--- config.mk ---
export PLATFORM = sky130hd
export DESIGN_NAME = shift_operand_loader
export DESIGN_NICKNAME = d
export VERILOG_FILES = /design/src/rtl/shift_operand_loader.sv
export SDC_FILE = /design/constraint.sdc
export NUM_CORES = 1
export LEC_CHECK = 0
export CORE_MARGIN = 2
export CORE_UTILIZATION = 49
export CTS_CLUSTER_DIAMETER = 60
export DETAILED_ROUTE_END_ITERATION = 7
export PLACE_DENSITY = 0.87
export SYNTH_ARGS = -nofsm -noshare
export SYNTH_HDL_FRONTEND = slang
export SYNTH_SLANG_ARGS = --single-unit
--- constraint.sdc ---
create_clock -name clk -period 2 [get_ports clk]
set_input_delay 0.4 -clock clk [delete_from_list [all_inputs] [get_ports clk]]
set_output_delay 0.4 -clock clk [all_outputs]
set_load 0.02 [all_outputs]
--- src/rtl/shift_operand_loader.sv ---
// shift_operand_loader
//   Assembles an 8-bit operand (low nibble, then high nibble) and a 3-bit shift
//   magnitude from three 4-bit transfers. The result is presented to the barrel
//   shifter as one registered word with a valid/ready handshake.
//
//   Optional feature macro: SHIFT_LOADER_SWEEP_EN
//     When defined, bit 3 of the magnitude nibble requests a sweep. Each
//     handshake then steps shift_mag_o up by one until it reaches its maximum.
//
//   state | meaning
//   ------+-----------------------------------------------
//   S_LO  | waiting for the low operand nibble
//   S_HI  | waiting for the high operand nibble
//   S_MAG | waiting for the magnitude nibble
//   S_OUT | presenting ip_o/shift_mag_o, waiting for the consumer
module shift_operand_loader #(
  parameter int NIB_W  = 4,
  parameter int DATA_W = 8,
  parameter int MAG_W  = 3
) (
  input  logic              clk,
  input  logic              rst_n,
  input  logic [NIB_W-1:0]  nib_i,
  input  logic              nib_valid_i,
  input  logic              abort_i,
  output logic              in_ready_o,
  output logic [DATA_W-1:0] ip_o,
  output logic [MAG_W-1:0]  shift_mag_o,
  output logic              out_valid_o,
  input  logic              out_ready_i
);

  typedef enum logic [1:0] {
    S_LO  = 2'd0,
    S_HI  = 2'd1,
    S_MAG = 2'd2,
    S_OUT = 2'd3
  } state_t;

  state_t           state;
  logic [NIB_W-1:0] lo;
  logic [NIB_W-1:0] hi;
`ifdef SHIFT_LOADER_SWEEP_EN
  logic             sweep;
`endif

  localparam logic [MAG_W-1:0] MAG_MAX = '1;

  logic nib_xfer;
  logic out_xfer;

  // Ready is a pure state decode, so it reads 1 while the block is held in reset.
  always_comb begin
    in_ready_o = (state != S_OUT);
    nib_xfer   = nib_valid_i && in_ready_o;
    out_xfer   = out_valid_o && out_ready_i;
  end

  // Loader FSM: nibble assembly, word presentation, optional magnitude sweep.
  always_ff @(posedge clk or negedge rst_n) begin
    if (!rst_n) begin
      state       <= S_LO;
      lo          <= '0;
      hi          <= '0;
      ip_o        <= '0;
      shift_mag_o <= '0;
      out_valid_o <= 1'b0;
`ifdef SHIFT_LOADER_SWEEP_EN
      sweep       <= 1'b0;
`endif
    end else if (abort_i) begin
      // Abort wins over any transfer; the last presented word stays on ip_o/shift_mag_o.
      state       <= S_LO;
      lo          <= '0;
      hi          <= '0;
      out_valid_o <= 1'b0;
`ifdef SHIFT_LOADER_SWEEP_EN
      sweep       <= 1'b0;
`endif
    end else begin
      case (state)
        S_LO: begin
          if (nib_xfer) begin
            lo    <= nib_i;
            state <= S_HI;
          end
        end
        S_HI: begin
          if (nib_xfer) begin
            hi    <= nib_i;
            state <= S_MAG;
          end
        end
        S_MAG: begin
          if (nib_xfer) begin
            // Upper magnitude bits are simply dropped, so 8..15 wrap to 0..7.
            ip_o        <= {hi, lo};
            shift_mag_o <= nib_i[MAG_W-1:0];
            out_valid_o <= 1'b1;
            state       <= S_OUT;
`ifdef SHIFT_LOADER_SWEEP_EN
            sweep       <= nib_i[NIB_W-1];
`endif
          end
        end
        S_OUT: begin
          if (out_xfer) begin
`ifdef SHIFT_LOADER_SWEEP_EN
            if (sweep && (shift_mag_o != MAG_MAX)) begin
              shift_mag_o <= shift_mag_o + MAG_W'(1);
            end else begin
              sweep       <= 1'b0;
              out_valid_o <= 1'b0;
              state       <= S_LO;
            end
`else
            out_valid_o <= 1'b0;
            state       <= S_LO;
`endif
          end
        end
        default: begin
          state       <= S_LO;
          out_valid_o <= 1'b0;
        end
      endcase
    end
  end

endmodule

==> out/results.ini, run 1 <==
[global_route]
grt_pass1_wl_um = 3180
grt_usage = 0.172
grt_overflow = 0
grt_pass1_vias = 683
grt_antenna_before_repair = 0
grt_max_degree = 23

[logic_synthesis]
synth_cells = 85
synth.net_count = 98
yosys_warnings = 0
ys_types = 20
ys_seq_area_frac = 0.525
yosys_register_bits = 22
yosysTopAreaCell = dfrtp_1
synth_top_cell_area_share = 0.525
syn_area_per_cell_um2 = 12.3
synthTopCellsByArea = dfrtp_1, mux2_4, a21oi_1, ha_1, nand3_1
synth_area_um2 = 1050

[clocking]
cts_setup_buffers = 0
insertion_delay_ns = 0.30
cts_tree = done
path_clk_slew_ns = 0.11
h-tree-depth = 1
clk_path_buf_depth = 2
cts_root_buffer = clkbuf_4
clkSinkCount = 22
cts_inserted_buffers = 3

[sta]
rsz0062_at_grt = false
fin_setup_tns_ns = 0
setup_viol = 0
tightest_slew_ns = 0.356
maxSlewHeadroom = 0.761
period_share = 0.888
fin_crit_ns = 1.78
clock.fmax_ghz = 0.563
slew_viol_final = 0
finalClockSkew_ns = 0.00523
final_hold_viol_count = 0

[power_and_ir_drop]
p_leak_nw = 0.583
ir_drop_mv = 0.665
power.density_nw_per_um2 = 1300

[cells_and_area]
mostFrequentLayoutCell = dfrtp_1
drive_gt1_frac = 0.211
final_cell_mix = dfrtp_1, clkdlybuf4s50_1, mux2_4, nand2_1, a21oi_1
fillers = 140
post-route-util = 0.664
final_nets = 124
areaGrowthSynthToFinish_pct = 25.5
n_antenna_cell = 0
fin_area_um2 = 1320

[floorplan]
die_y_um = 50.3
rows = 16
io_pins = 22
die_area_um2 = 2530
initial_core_util = 0.529
chipWidth_um = 50.3
core_area_um2 = 1980

[detailed_routing]
wl_per_cell_um = 13.7
via_per_inst = 5.21
first_iter_violations = 5
vias = 708
final_antenna_net_count = 0
drt_wl_total_um = 1860
drc = 0
first_pass_iters = 4

[setup_path]
critPathLaunchType = register
arrival_ns = 1.38
cp_max_fo = 4
path_class = register to output port
regToRegSetupSlack_ns = 0.28
timing.rr.start = state[0]
crit_path_end_kind = output port
reg2regPathDepth = 4
required_ns = 1.60
r2r-end = ip_o[3]

[placement]
place.gp.congestion = 0.758
placedInstanceArea_um2 = 1290
dp_hpwl_um = 1450
io_buffers = 21

[worst_hold_path]
hold_class = input port to asynchronous set/reset pin

[flow_run]
drv_cap = 0

[outcome]
status = finished clean

-- kinds of logic (layout without fill, tap and decap cells) --
logic type | count (synthesis) | after routing | share of synthesized area
AND/OR/NAND/NOR | 30 | 30 | 0.172
flip-flops | 22 | 22 | 0.525
multiplexers | 13 | 13 | 0.178
AO/OA/AOI/OAI | 10 | 10 | 0.0477
buffers and inverters | 6 | 30 | 0.0298
adder cells (fa/ha/maj) | 4 | 4 | 0.0477
-- cell type report --
class                   instances  area (µm²)  area share
flip-flops and latches         22         551       0.418
multi-input cells              57         467       0.355
repair buffers                 24         231       0.176
well taps                      27        33.8      0.0257
clock buffers                   3        22.5      0.0171
inverters                       3        11.3     0.00856
-- worst max path at each step --
stage,startpoint,to,cells past startpoint
2_1_floorplan,state[0],ip_o[0],5
3_5_place_dp,nib_valid_i,ip_o[3],4
4_1_cts,state[0],in_ready_o,3
6_report,state[0],in_ready_o,3
5_1_grt,state[0],in_ready_o,3
3_3_place_gp,nib_valid_i,ip_o[3],4
-- power by group --
group          switching [W]  internal (W)  total [W]
Clock               0.000121     0.0000702   0.000191
Combinational       0.000406      0.000434   0.000840
Sequential         0.0000957      0.000585   0.000680
Total               0.000623       0.00109    0.00171
-- critical path, stage by stage (launching register included) --
cell and delay (ns):
dfrtp_1 0.43, ha_1 0.26, inv_1 0.06, dlygate4sd2_1 0.32
-- through the flow --
step	power [W]	setup WS (ns)	std cells	hold slack, ns
2_1_floorplan	0.00122	0.428	85	0.104
3_3_place_gp	0.00151	0.0987	133	0.481
3_5_place_dp	0.00154	0.0670	133	0.498
4_1_cts	0.00173	0.221	136	0.437
5_1_grt	0.00182	0.154	136	0.447
6_report	0.00171	0.224	136	0.425
-- cells in the mapped netlist --
master	count
nand2b_1	2
nor3_2	1
nand3_1	8
nor4b_4	1
nor2b_2	1
nand2_1	10
clkbuf_1	1
mux2_2	1
buf_2	1
inv_1	3
dfrtp_1	22
mux2_4	11
ha_1	4
and3b_4	1
buf_6	1
a21oi_1	10
nor4_1	1
mux2i_1	1
nor2_1	4
nand2b_4	1
-- what timing repair did --
action	in CTS	in global routing
endpoints found under the setup margin	1	0
hold buffers	0	0
gates resized for setup	1	0
-- state kept, by name, summed over array words and instances, names as in the netlist --
signal       flops
hi               4
ip_o             8
lo               4
out_valid_o      1
shift_mag_o      3
state            2
-- layer usage --
layer	routed length, µm	vias up	GRT usage
li1	-	338	-
met1	836	346	0.220
met2	901	19	0.274
met3	88	5	0.0417
met4	34	0	0.0833
met5	0	-	0
No activity file was read; power rests on OpenSTA's default activity.
==> inputs of run 2 (changes only) <==
clock period = 1.8 ns   (was 2 ns; I/O delays follow)
==> run 2 against run 1 <==
Net effect:
- final cell count increased by 2.9%
- die area unchanged
- sequential cell count unchanged
- hold slack got worse by 0.056 ns
- highest routed layer unchanged
- setup slack got worse by 0.13 ns
- register-to-register slack got worse by 0.16 ns
==> out/results.ini, run 2 (same netlist as run 1, synthesis figures left out) <==
[outcome]
status = finished clean

[setup_path]
worstPathCellList = clkdlybuf4s50_1
regToRegSetupSlack_ns = 0.12
crit_path_end_kind = output port
path_class = register to output port
critPathLaunchType = register
required_ns = 1.44
cp_num_buf_inv = 1
arrival_ns = 1.35
crit_path_top_delay_cell = clkdlybuf4s50_1
path_delay_family = buffers and inverters
cp_max_fo = 4
max_stage_delay_ns = 0.63

[cells_and_area]
fillers = 138
mostFrequentLayoutCell = dfrtp_1
largest-register = ip_o
final_cell_mix = dfrtp_1, clkdlybuf4s50_1, mux2_4, nand2_1, a21oi_1
final_cells = 140
final_nets = 127
n_antenna_cell = 0
largest_reg_flops = 8
top_regs = ip_o (8), hi (4), lo (4)
drive_gt1_frac = 0.257
areaGrowthSynthToFinish_pct = 30.4

[flow_run]
drv_cap = 0

[clocking]
cts_tree = done
insertion_delay_ns = 0.32
clkSinkCount = 22
cts_root_buffer = clkbuf_4
cts_inserted_buffers = 3
ctsHoldBuffers = 0
clk_path_buf_depth = 2
h-tree-depth = 1
path_clk_slew_ns = 0.13

[floorplan]
die_area_um2 = 2530
core_area_um2 = 1980
initial_core_util = 0.529
io_pins = 22
chipWidth_um = 50.3
rows = 16
die_y_um = 50.3

[sta]
period_share = 0.948
rsz0062_at_grt = false
maxSlewHeadroom = 0.787
slew_viol_final = 0
fin_crit_ns = 1.71
whs_ns = 0.369
tightest_slew_ns = 0.317
final_hold_viol_count = 0
fin_setup_tns_ns = 0
setup_viol = 0
finalClockSkew_ns = 0.0146
clock.fmax_ghz = 0.586

[placement]
placedCellCount = 135
io_buffers = 21
dp_hpwl_um = 1410
place.gp.congestion = 0.753

[power_and_ir_drop]
p_total_w = 0.00211
p_leak_nw = 0.611
ir_drop_mv = 0.878
power.density_nw_per_um2 = 1540

[detailed_routing]
top_layer = met4
first_iter_violations = 14
vias = 735
drc = 0
wl_met1_um = 846
first_pass_iters = 5
wl_met3_um = 102
via_per_inst = 5.25
met2WireLength_um = 919
wl_per_cell_um = 13.5
final_antenna_net_count = 0
drt_wl_total_um = 1890

[global_route]
grt_antenna_before_repair = 0
grt_overflow = 0
grt_max_degree = 23
grt_pass1_wl_um = 3350
grt_usage = 0.178
grt_pass1_vias = 708

[worst_hold_path]
hold_class = input port to asynchronous set/reset pin

==> run 2: area by class of cell <==
cell class / instances / area, µm² / share of cell area
Sequential cell: 22 / 551 / 0.403
Multi-Input combinational cell: 57 / 469 / 0.343
Timing Repair Buffer: 27 / 250 / 0.183
Clock inverter: 1 / 30.0 / 0.0220
Clock buffer: 3 / 22.5 / 0.0165
Inverter: 3 / 11.3 / 0.00823
Tap cell: 27 / 33.8 / 0.0247
==> run 2: final timing paths <==
path / start / endpoint / cells after the start
setup reg to reg: state[0] / ip_o[3] / 4
hold reg to reg: hi[2] / ip_o[6] / 1
max in group asynchronous: rst_n / ip_o[2] / 2
hold / removal: rst_n / lo[1] / 2
min in group clk: hi[2] / ip_o[6] / 1
setup / recovery: out_valid_o / out_valid_o / 1
==> run 2: stage by stage <==
stage	cell area, µm²	worst slack (ns)	util
final	1370	0.0936	0.690
after global routing	1370	0.00726	0.690
after CTS	1360	0.0378	0.687
after detailed placement	1310	-0.0628	0.661
after global placement	1310	-0.0423	0.661
after floorplan	1050	0.228	-
==> run 2: repair_timing <==
item / in CTS / in global routing
resized for setup: 1 / 3
pin swaps: 0 / 1
endpoints found under the setup margin: 1 / 2
setup buffers: 0 / 1
==> run 2: power breakdown <==
part	leakage, nW	total [W]	switching, W	internal [W]
clock	0.0279	0.000376	0.000151	0.000225
sequential	0.297	0.000755	0.000106	0.000649
combinational	0.286	0.000981	0.000462	0.000519
==> run 2: routing by layer <==
metal	GRT usage	vias to the layer above
met5	0	-
met4	0.0694	0
met3	0.0446	3
met2	0.285	23
met1	0.232	362
li1	-	347
==> inputs of run 3 (changes only) <==
REMOVE_ABC_BUFFERS = 1   (was not set)
==> run 3 against run 2 <==
Net effect:
- clock power shrank 30%
- final cell count shrank 1.4%
- wire length grew 5.3%
- register-to-register slack lost 0.05 ns
- via count is the same
- power shrank 6.3%
- global-route usage grew 0.76 points
- sequential share of layout area grew 1.0 points
- design area shrank 2.5%
- combinational power shrank 2.1%
- critical path depth grew 4
- clock skew shrank 0.012 ns
- critical endpoint is now state[0]
==> out/results.ini, run 3 (same netlist as run 1, synthesis figures left out) <==
[detailed_routing]
vias = 735
first_iter_violations = 27
via_per_inst = 5.33
drc = 0
wl_per_cell_um = 14.4
final_antenna_net_count = 0
first_pass_iters = 5
drt_wl_total_um = 1990

[global_route]
grt_max_degree = 23
grt_antenna_before_repair = 0
grt_overflow = 0
grt_pass1_wl_um = 3520
grt_usage = 0.186
grt_pass1_vias = 799

[sta]
fin_setup_tns_ns = 0
final_hold_viol_count = 0
maxSlewHeadroom = 0.702
fin_ws_ns = 0.0693
fin_crit_ns = 1.73
clock.fmax_ghz = 0.578
setup_viol = 0
finalClockSkew_ns = 0.00246
rsz0062_at_grt = false
slew_viol_final = 0
tightest_slew_ns = 0.442
period_share = 0.962

[power_and_ir_drop]
power.density_nw_per_um2 = 1480
ir_drop_mv = 0.810
p_leak_nw = 0.596

[clocking]
cts_setup_buffers = 0
insertion_delay_ns = 0.30
path_clk_slew_ns = 0.12
cts_inserted_buffers = 3
cts_tree = done
h-tree-depth = 1
ctsHoldBuffers = 0
clkSinkCount = 22
clk_path_buf_depth = 2
cts_root_buffer = clkbuf_4

[floorplan]
die_y_um = 50.3
io_pins = 22
initial_core_util = 0.529
chipWidth_um = 50.3
die_area_um2 = 2530
core_area_um2 = 1980
rows = 16

[placement]
dp_hpwl_um = 1520
dpl_worst_slack_ns = -0.0697
placedInstanceArea_um2 = 1300
place.gp.congestion = 0.763
io_buffers = 21

[cells_and_area]
fin_area_um2 = 1330
fillers = 139
n_antenna_cell = 0
final_cell_mix = dfrtp_1, clkdlybuf4s50_1, mux2_4, nand2_1, a21oi_1
mostFrequentLayoutCell = dfrtp_1
post-route-util = 0.673
areaGrowthSynthToFinish_pct = 27.2
final_nets = 125
drive_gt1_frac = 0.234
largest_reg_flops = 8
top_regs = ip_o (8), hi (4), lo (4)
largest-register = ip_o

[setup_path]
required_ns = 2.00
timing.rr.start = state[1]
path_class = register to register
cp_max_fo = 7
crit_path_end_kind = register
r2r-end = state[0]
critPathLaunchType = register
arrival_ns = 1.93
reg2regPathDepth = 5
regToRegSetupSlack_ns = 0.07

[worst_hold_path]
hold_class = input port to asynchronous set/reset pin

[flow_run]
drv_cap = 0

[outcome]
status = finished clean

==> run 3: worst max-delay path, cell delays in order, from the launching register on <==
cell and delay [ns]:
dfrtp_1 0.41, inv_1 0.08, ha_1 0.29, nor4_1 0.44
nor3_2 0.11, mux2_4 0.31
==> run 3: final cells by class <==
class | instances | area [µm²] | area share
Clock buffer | 4 | 36.3 | 0.0272
Inverter | 3 | 11.3 | 0.00844
Multi-Input combinational cell | 57 | 467 | 0.350
Sequential cell | 22 | 551 | 0.413
Tap cell | 27 | 33.8 | 0.0253
Timing Repair Buffer | 25 | 235 | 0.176
==> run 3: metal layers <==
metal  routed length, µm  global-route usage  up-vias
li1                    -                   -      341
met4                  41              0.0648        0
met2                1080               0.333       33
met3                 110              0.0387        6
met1                 761               0.218      355
met5                   0                   0        -
==> run 3: timing repair <==
| item | CTS | global route |
|---|---|---|
| pin swaps | 0 | 0 |
| hold endpoints to repair | 0 | 0 |
| setup endpoints to repair | 1 | 1 |
| cloned | 0 | 0 |
| resized for setup | 1 | 2 |
==> run 3: metrics by stage <==
step	hold slack (ns)	cells	total power, W
3_3_place_gp	0.489	134	0.00169
6_report	0.410	138	0.00198
5_1_grt	0.425	138	0.00212
4_1_cts	0.405	138	0.00201
2_1_floorplan	0.0644	82	0.00135
3_5_place_dp	0.496	134	0.00174
==> run 3: worst max-delay path by stage <==
| stage | startpoint | end | slack, ns | cells after the start |
|---|---|---|---|---|
| final | state[1] | state[0] | 0.07 | 5 |
| after global routing | state[1] | state[0] | 0.01 | 5 |
| after CTS | state[0] | in_ready_o | 0.009 | 3 |
| after detailed placement | nib_valid_i | ip_o[3] | -0.07 | 4 |
| after global placement | nib_valid_i | ip_o[3] | -0.02 | 4 |
| after floorplan | state[0] | ip_o[3] | -0.003 | 4 |
==> run 3: where the power goes <==
| part | switching, W | total [W] | internal [W] |
|---|---|---|---|
| logic | 0.000465 | 0.000960 | 0.000495 |
| registers | 0.000106 | 0.000756 | 0.000650 |
| clock network | 0.000141 | 0.000264 | 0.000123 |
| total | 0.000712 | 0.00198 | 0.00127 |
